## config.mk

```make
export PLATFORM = sky130hd
export DESIGN_NAME = if_stage
export DESIGN_NICKNAME = d
export VERILOG_FILES = /design/src/rtl/if_stage_pkg.sv /design/src/rtl/if_stage.sv
export SDC_FILE = /design/constraint.sdc
export NUM_CORES = 1
export LEC_CHECK = 0
export CAP_MARGIN = 20
export CORE_MARGIN = 2
export CORE_UTILIZATION = 48
export DETAILED_ROUTE_END_ITERATION = 8
export PLACE_DENSITY_LB_ADDON = 0.08
export SLEW_MARGIN = 20
export SYNTH_ARGS = -nofsm -noshare
export SYNTH_HDL_FRONTEND = slang
export SYNTH_SLANG_ARGS = --single-unit
export TNS_END_PERCENT = 20
```

## constraint.sdc

```tcl
create_clock -name clk -period 3.67 [get_ports clk]
set_input_delay 0.5505 -clock clk [delete_from_list [all_inputs] [get_ports clk]]
set_output_delay 0.5505 -clock clk [all_outputs]
set_load 0.01 [all_outputs]
```

## src/rtl/if_stage_pkg.sv

```systemverilog
// -----------------------------------------------------------------------------
// if_stage_pkg
//   Shared definitions for the instruction fetch stage: reset PC default,
//   register-bus width type, fetch FSM state encoding and the helper that
//   picks one 32-bit instruction out of a 64-bit memory beat.
// -----------------------------------------------------------------------------
package if_stage_pkg;

  localparam int unsigned REG_BUS_W = 64;

  typedef logic [REG_BUS_W-1:0] reg_bus_t;

  localparam reg_bus_t PC_RESET_DEFAULT = 64'h0000_0000_8000_0000;

  typedef enum logic [1:0] {
    IF_ST_REQ   = 2'd0,  // request outstanding on the memory port
    IF_ST_WAIT  = 2'd1,  // request accepted, waiting for rvalid
    IF_ST_VALID = 2'd2   // instruction held for decode
  } if_state_e;

  // Memory returns an 8-byte aligned beat; pc[2] chooses the upper word.
  function automatic logic [31:0] select_word(input reg_bus_t rdata,
                                              input logic     upper);
    return upper ? rdata[63:32] : rdata[31:0];
  endfunction

endpackage

```

## src/rtl/if_stage.sv

```systemverilog
// -----------------------------------------------------------------------------
// if_stage
//   Instruction fetch stage. Owns the PC, issues one fetch at a time to the
//   instruction memory (req/ready, then rvalid), selects the 32-bit word and
//   hands inst/inst_addr to decode with valid/ready. Execute redirects have
//   priority in every state; a fetch already in flight when a redirect lands
//   is marked killed and its response is dropped.
//
// Ports
//   clk, rst       clock, synchronous active-high reset
//   if_req         fetch request valid (high in REQ)
//   if_addr        fetch address, always the current pc
//   if_ready       memory accepts the request this cycle
//   if_rvalid      read data valid (only honoured in WAIT)
//   if_rdata       aligned 64-bit read data
//   redirect_ena   PC redirect strobe from execute
//   redirect_pc    redirect target (low two bits ignored)
//   inst_valid     inst/inst_addr valid to decode (high in VALID)
//   inst           fetched instruction
//   inst_addr      PC of inst
//   id_ready       decode consumes inst this cycle
// -----------------------------------------------------------------------------
module if_stage
  import if_stage_pkg::*;
#(
  parameter reg_bus_t PC_RESET = PC_RESET_DEFAULT
) (
  input  logic        clk,
  input  logic        rst,
  output logic        if_req,
  output reg_bus_t    if_addr,
  input  logic        if_ready,
  input  logic        if_rvalid,
  input  reg_bus_t    if_rdata,
  input  logic        redirect_ena,
  input  reg_bus_t    redirect_pc,
  output logic        inst_valid,
  output logic [31:0] inst,
  output reg_bus_t    inst_addr,
  input  logic        id_ready
);

  if_state_e state;
  if_state_e state_nxt;
  reg_bus_t  pc;
  logic      kill;

  logic accept;
  logic resp_take;
  logic unused_redirect_lsb;

  assign accept  = if_req & if_ready;
  assign if_addr = pc;

  // A response is consumed only when it belongs to the current pc: not
  // killed by an earlier redirect and not overtaken by one this cycle.
  assign resp_take = (state == IF_ST_WAIT) & if_rvalid & ~kill & ~redirect_ena;

  // Instructions are 4-byte aligned; the target's low bits are discarded.
  assign unused_redirect_lsb = ^redirect_pc[1:0];

  // ---------------------------------------------------------------------------
  // State register
  // ---------------------------------------------------------------------------
  // NOTE: sequential state uses non-blocking assignments so every register
  // samples the pre-edge values regardless of block ordering.
  always_ff @(posedge clk) begin
    if (rst) state <= IF_ST_REQ;
    else     state <= state_nxt;
  end

  // ---------------------------------------------------------------------------
  // Next-state logic
  // ---------------------------------------------------------------------------
  // NOTE: state_nxt gets a default before the case so no path leaves it
  // unassigned, which would otherwise infer a latch.
  always_comb begin
    state_nxt = state;
    case (state)
      IF_ST_REQ: begin
        if (accept) state_nxt = IF_ST_WAIT;
      end
      IF_ST_WAIT: begin
        if (if_rvalid) state_nxt = (kill || redirect_ena) ? IF_ST_REQ : IF_ST_VALID;
      end
      IF_ST_VALID: begin
        if (redirect_ena || id_ready) state_nxt = IF_ST_REQ;
      end
      default: state_nxt = IF_ST_REQ;
    endcase
  end

  // ---------------------------------------------------------------------------
  // Output decode
  // ---------------------------------------------------------------------------
  always_comb begin
    if_req     = (state == IF_ST_REQ);
    inst_valid = (state == IF_ST_VALID);
  end

  // ---------------------------------------------------------------------------
  // PC, kill flag and instruction holding register
  // ---------------------------------------------------------------------------
  always_ff @(posedge clk) begin
    if (rst) begin
      pc        <= PC_RESET;
      kill      <= 1'b0;
      inst      <= 32'h0;
      inst_addr <= '0;
    end else begin
      if (redirect_ena)   pc <= {redirect_pc[63:2], 2'b00};
      else if (resp_take) pc <= pc + 64'd4;

      // kill marks the single in-flight request as belonging to an old pc.
      case (state)
        IF_ST_REQ: begin
          if (accept) kill <= redirect_ena;
        end
        IF_ST_WAIT: begin
          if (if_rvalid)         kill <= 1'b0;
          else if (redirect_ena) kill <= 1'b1;
        end
        default: kill <= kill;
      endcase

      if (resp_take) begin
        inst      <= select_word(if_rdata, pc[2]);
        inst_addr <= pc;
      end
    end
  end

endmodule

```

Word-level counts from Yosys, hierarchy flattened
Index checks and enable logic that the tools add are counted.
W data, S select, Z words.
- register bits: 163
- bits in latches: 0
- RAM bits: 0
- memory bits (read-only): 0
- input port bits: 134
- output and inout port bits: 162
- logic and storage cells: 39
- memories kept: 0
- add/subtract/negate cells: 1
- multipliers: 0
- divide/modulo/power cells: 0
- order comparisons: 0
- eq/ne operators: 6
- shifts and indexed selects: 0
- muxes and demuxes: 12
- bitwise logic cells: 6
- reductions and logical operators: 8
- operators by type and width (operator ; number):
    $mux W64 ; 2
    $add A64 B3 Y64 const B ; 1
    $mux W32 ; 1
    $mux W2 ; 4
    $pmux W2 S3 ; 1
    $reduce_and A3 Y1 ; 2
    $and A1 B1 Y1 ; 4
    $ne A2 B1 Y1 const B ; 2
    $reduce_bool A2 Y1 ; 2
    $mux W1 ; 3
    $ne A3 B3 Y1 const B ; 1
    $eq A2 B1 Y1 const B ; 1
    $eq A2 B2 Y1 const B ; 1
    $logic_not A2 Y1 ; 1
    $logic_or A1 B1 Y1 ; 2
    $ne A2 B2 Y1 const B ; 1
    $not A1 Y1 ; 2
    $pmux W1 S2 ; 1
    $reduce_or A2 Y1 ; 1

Logic depth before layout (Yosys ltp)
Gate-level depths: netlist of the first run.
- word-level depth: 6
- mapped depth: 8

Worst setup path before layout of the first run
Ideal clock, no wire load.
- kind: reg2reg
- from: register pc[25] (netlist: if_addr[25])
- to: register pc[52] (netlist: if_addr[52])
- setup time: 122 ps
- data arrival time: 2172 ps
- data required time: 3548 ps
- path slack: 1376 ps
- stages on the path, launching flop included: 6
- buffers on the path: 1
- clock period less this slack: 2294 ps
- cells stage by stage: dfxtp_1 -> nand4_2 -> or4_4 -> or4_1 -> buf_2 -> a311o_1
- word-level cells in the longest chain between the ends: 3
- RTL lines (element ; line ; source):
    start, declared ; if_stage.sv:45 ; reg_bus_t pc;
    start signal, assigned ; if_stage.sv:111 ; if (redirect_ena) pc <= {redirect_pc[63:2], 2'b00};
    start signal, assigned ; if_stage.sv:112 ; else if (resp_take) pc <= pc + 64'd4;
    $add A64 B3 Y64 ; if_stage.sv:112 ;
    $mux W64 ; if_stage.sv:112 ;
    $mux W64 ; if_stage.sv:111 ;
No other way between the ends. The select of a mux whose other input is x is not followed.
A chain may end at the register's enable or synchronous reset.

Worst setup path in the final report of the first run
- from: register pc[4] (netlist: if_addr[4])
- to: register pc[33] (netlist: if_addr[33])
Same word-level chain as after synthesis.

==> results of run 1 <==
==> power groups by stage <==
| stage | registers [µW] | clock network (µW) | logic [µW] |
|---|---|---|---|
| after CTS | 1900 | 1830 | 592 |
| after detailed placement | 1930 | 0 | 589 |
| after global placement | 1930 | 0 | 582 |
| after floorplan | 1930 | 0 | 236 |
| after global routing | 1910 | 1890 | 639 |
| final | 1900 | 1810 | 589 |
==> routing by layer <==
| metal | vias to the layer above | wire length (µm) |
|---|---|---|
| met4 | 0 | 495 |
| met5 | - | 0 |
| met1 | 3755 | 10000 |
| met2 | 338 | 12000 |
| li1 | 3907 | - |
| met3 | 42 | 2060 |
==> critical path, delay by kind of cell, from the launching register on <==
kind | cells | cell delay (ns)
AND/OR/NAND/NOR | 4 | 1.61
flip-flops | 1 | 0.47
AO/OA/AOI/OAI | 1 | 0.40
==> Yosys cell counts (all sizes together), types with 15 or more instances <==
master | count | share of area [%]
a211oi | 57 | 5.6
a21oi | 75 | 4.9
and3 | 17 | 1.4
and4 | 15 | 1.7
buf | 15 | 1.0
clkbuf | 62 | 3.1
dfxtp | 159 | 42
mux2i | 43 | 5.6
nand2 | 172 | 8.5
nand3 | 26 | 1.7
nand4 | 34 | 2.9
nor2 | 92 | 4.5
nor3 | 17 | 1.1
nor4 | 27 | 2.6
xnor2 | 23 | 2.6
==> area by class of cell <==
| class | count | area share [%] |
|---|---|---|
| Multi-Input combinational cell | 701 | 36.5 |
| Sequential cell | 159 | 28.3 |
| Timing Repair Buffer | 308 | 27.0 |
| Clock buffer | 20 | 3.88 |
| Tap cell | 216 | 2.40 |
| Clock inverter | 12 | 1.43 |
| Inverter | 14 | 0.467 |
==> metrics by stage <==
| step | setup WS, ns | hold WS [ns] | util, % | total power, µW | instance area (µm²) |
|---|---|---|---|---|---|
| final | 1.07 | 0.452 | 71.6 | 4300 | 11200 |
| after global routing | 0.865 | 0.471 | 71.6 | 4440 | 11200 |
| after CTS | 1.07 | 0.455 | 71.6 | 4320 | 11200 |
| after detailed placement | 0.703 | 0.446 | 67.8 | 2520 | 10700 |
| after global placement | 0.741 | 0.441 | 67.8 | 2520 | 10700 |
| after floorplan | 1.38 | 0.481 | - | 2170 | 7640 |
==> state kept, by name, indices dropped and copies added (netlist names) <==
name	count
state	2
inst_addr	62
inst	32
if_addr	62
kill	1
==> kinds of logic (layout without fill, tap and decap cells) <==
logic type / count (synthesis) / in the layout / share of synthesized area [%]
simple gates: 438 / 438 / 28.1
compound gates: 185 / 185 / 16.1
flops: 159 / 159 / 41.7
buf+inv: 91 / 354 / 4.76
mux: 43 / 43 / 5.64
xor+xnor: 30 / 30 / 3.44
fa+ha+maj: 1 / 1 / 0.164
other cells: 1 / 4 / 0.0492
==> path summary, 6_finish.rpt <==
| kind | from | endpoint | slack, ns | cells past startpoint |
|---|---|---|---|---|
| max | if_addr[4] | if_addr[33] | 1.07 | 5 |
| min reg2reg | inst_addr[37] | inst_addr[37] | 0.45 | 2 |
| max reg2reg | if_addr[4] | if_addr[33] | 1.07 | 5 |
| min | inst_addr[37] | inst_addr[37] | 0.45 | 2 |
==> impl_metrics.yaml, run 1 <==
route:
  routed-via-count: 8042
  ant_nets: 0
  drtPass1Iterations: 5
  drc: 0
  drt_iter0_markers: 685
  drt-total-wl_mm: 24.5
  routedWlPerCell_um: 17.1
  via_per_inst: 5.62
power:
  combPwrFrac_pct: 13.7
  power.leakage_uw: 0.00379
  clock_power_share_pct: 42.1
  power.density_nw_per_um2: 382
  swShare_pct: 25.4
  pwr-share-seq_pct: 44.2
  p_int_uw: 3200
  peakVddDrop_v: 0.000333
  netSwitchingPower_uw: 1090
sta:
  final-setup-viol-count: 0
  finalHoldViolations: 0
  fin_tns_setup_ns: 0
  finalCritPeriodShare_pct: 70.9
  finalCriticalPeriod_ns: 2.60
  relSlewSlack_pct: 37.4
  rsz0062_at_grt: "false"
  fmax_mhz: 384
  skew_ns: 0.0120
  finalMaxSlewViolations: 0
  worst_pin_slew_ns: 0.930
synthesis:
  synthDistinctLibCells: 54
  ys_ff_latch: 159
  netlist_instances: 948
  synth_flop_cell: "dfxtp_1"
  synth_edf_count: 0
  synth_area_um2: 7630
  yosys_warnings: 0
  seq_area_frac_synth_pct: 41.7
  synth-async-reset-ratio_pct: 0
  syn_area_per_cell_um2: 8.05
clock_tree:
  cts_setup_buffers: 0
  clkLatencyLatePin_ns: 0.43
  clockBufferDepth: 2
  clk_transition_reported_paths_ns: 0.06
  cts-resized-gates: 0
  clock-sinks: 159
  cts_root_buf: "clkbuf_16"
  htreeDepth: 4
  cts_tree: "built"
  cts_hold_buf: 0
  cts_made_buffers: 17
setup_path:
  critPathCaptureType: "flip-flop"
  crit_type: "reg2reg"
  slowest_stage: "nor4_4"
  cp_cell_sequence: "nand4_1, nor4_4, nand2_1, or2_2, a2111oi_0"
  critical_path_arrival_ns: 2.89
  critPathMaxFanout: 8
  cp_slowest_stage_delay_ns: 0.62
  critical_path_required_ns: 3.96
  startpoint_type: "flip-flop"
layout:
  fin_nets: 1336
  mostFrequentLayoutCells: "287 x clkdlybuf4s50_1, 171 x nand2_1, 158 x dfxtp_1, 91 x nor2_1, 75 x a21oi_1"
  drive_gt1_share_pct: 5.35
  antenna_cells: 0
  fin_cells: 1430
  fillers: 1328
  multi_input_area_um2: 4100
  area_delta_synth_final_pct: 47.5
  layout_commonest_cell: "clkdlybuf4s50_1"
  seqCellArea_um2: 3180
placement:
  port_buffers: 289
  dp_cells: 1398
  routabilityCongestion: 0.938
  post-dp-hpwl_mm: 17.6
global_route:
  grt_max_degree: 94
  grtUsageMet2_pct: 47.9
  grt_use_total_pct: 28.6
  met1_usage_pct: 35.1
  overflow: 0
  grt_pass1_wl_mm: 38.4
  grt_busiest_layer: "met2"
  grt_pass1_vias: 7583
  grt_antenna_before_repair: 0
  grt_use_met3_pct: 7.75
die:
  fp.coreArea_um2: 15700
  row_count: 46
  dieWidth_um: 130
  die_area_um2: 16900
  io_pins: 296
  die_h_um: 130
  start_util_pct: 48.6
run_status:
  outcome: "finished clean"
hold_path:
  hp-class: "reg2reg"
job:
  cap_violations: 0
No activity file was read; power rests on OpenSTA's default activity.
==> run 2: changes to the inputs <==
CORE_UTILIZATION = 40   (was 48)
clock period = 2.1 ns   (was 3.67 ns; I/O delays follow)
==> impl_metrics.yaml, run 2 (synthesis gave the netlist of run 1 again) <==
hold_path:
  hp-start: "rst"
  hold-path-cell-count: 2
  min_to: "if_addr[2]"
  hp-class: "in2reg"
clock_tree:
  cts_made_buffers: 17
  cts_root_buf: "clkbuf_16"
  cts_hold_buf: 0
  cts_tree: "built"
  clk_transition_reported_paths_ns: 0.07
  clkLatencyLatePin_ns: 0.44
  clock-sinks: 159
  clockBufferDepth: 2
  htreeDepth: 4
sta:
  rsz0062_at_grt: "true"
  final-setup-viol-count: 0
  finalHoldViolations: 0
  finalCritPeriodShare_pct: 99.7
  relSlewSlack_pct: 57.9
  worst_pin_slew_ns: 0.632
  finalMaxSlewViolations: 0
  finalCriticalPeriod_ns: 2.09
  fmax_mhz: 478
  hold_ws_ns: 0.174
  skew_ns: 0.00901
die:
  die_h_um: 142
  row_count: 50
  dieWidth_um: 142
  fp.coreArea_um2: 18700
  io_pins: 296
  start_util_pct: 40.8
  die_area_um2: 20200
setup_path:
  critical_path_arrival_ns: 2.40
  critPathCaptureType: "flip-flop"
  critical_path_required_ns: 2.41
  reg2reg_depth: 7
  worstReg2RegStart: "if_addr[28]"
  critPathMaxFanout: 6
  crit_type: "reg2reg"
  startpoint_type: "flip-flop"
  crit_start: "if_addr[28]"
  reg2reg_to: "if_addr[50]"
  worst-r2r-setup-slack_ns: 0.007
global_route:
  grt_pass1_wl_mm: 42.8
  grt_use_total_pct: 26.9
  grt_pass1_vias: 7959
  grt_antenna_before_repair: 2
  overflow: 0
  grt_max_degree: 63
layout:
  fin_nets: 1445
  design_area_um2: 12300
  area_delta_synth_final_pct: 61.9
  mostFrequentLayoutCells: "287 x clkdlybuf4s50_1, 170 x nand2_1, 150 x dfxtp_1, 121 x buf_4, 91 x nor2_1"
  finalCoreUtilization_pct: 66.0
  layout_commonest_cell: "clkdlybuf4s50_1"
  drive_gt1_share_pct: 15.4
placement:
  port_buffers: 289
  post-dp-hpwl_mm: 20.0
  placed_cell_area_um2: 11600
  routabilityCongestion: 0.929
power:
  peakVddDrop_v: 0.000582
  power.leakage_uw: 0.00444
  finalPower_uw: 7740
  power.density_nw_per_um2: 627
route:
  drc: 0
  drtPass1Iterations: 4
  via_per_inst: 5.40
  ant_nets: 0
  routed-via-count: 8421
  drt-total-wl_mm: 27.1
  routedWlPerCell_um: 17.4
  drt_iter0_markers: 580
run_status:
  outcome: "finished clean"
job:
  cap_violations: 0
## run 2: routing by layer
layer | vias up | part of all wire (%) | GRT usage [%]
met3 | 41 | 8.5 | 8.61
met4 | 0 | 2.0 | 8.47
li1 | 4134 | - | -
met5 | - | 0 | 0
met1 | 3926 | 42 | 34.1
met2 | 320 | 48 | 43.7
## run 2: worst max-delay path by stage
stage	to	slack [ns]	cells after the start
6_report	if_addr[50]	0.007	7
5_1_grt	if_addr[54]	-0.06	5
4_1_cts	if_addr[56]	-0.009	6
3_5_place_dp	if_addr[52]	-0.28	5
3_3_place_gp	if_addr[52]	-0.25	5
2_1_floorplan	if_addr[63]	-0.06	5
## run 2: where the power goes
group / leakage (µW) / total (µW) / switching [µW] / internal (µW)
clock: 0.000297 / 3210 / 1370 / 1840
combinational: 0.00284 / 1300 / 586 / 712
sequential: 0.00130 / 3230 / 91.3 / 3130
## run 2: area by class of cell
cell class / count / area [µm²]
clock inverters: 13 / 151
diodes: 2 / 5.00
multi-input cells: 701 / 4250
flip-flops and latches: 159 / 3210
inverters: 14 / 52.6
fillers: 1664 / 6360
well taps: 234 / 293
repair buffers: 417 / 3940
clock buffers: 19 / 453
## run 2: stage by stage
stage                     instances  setup slack (ns)  TNS (ns)
final                          1559           0.00699         0
after global routing           1558           -0.0642    -0.317
after CTS                      1555          -0.00927  -0.00927
after detailed placement       1523            -0.278     -7.75
after global placement         1523            -0.254     -4.57
after floorplan                 951           -0.0557    -0.128
## run 2: worst max-delay path: stages, from the launching register on
cell and delay [ns]:
dfxtp_4 0.36, nand4_4 0.11, or4_4 0.55, buf_4 0.19, nor4_4 0.26, buf_4 0.17, mux2i_1 0.22, o211ai_1 0.12
## run 2: what timing repair did
item                       in CTS  in global routing
setup buffers                   0                  2
setup endpoints to repair       8                 22
gates resized for setup         5                 24
pin swaps                       0                 10
==> run 3: changes to the inputs <==
GPL_ROUTABILITY_DRIVEN = 1   (was not set)
==> results of run 3 <==
No change in the layout: final DEF, timing and power equal those of run 2.
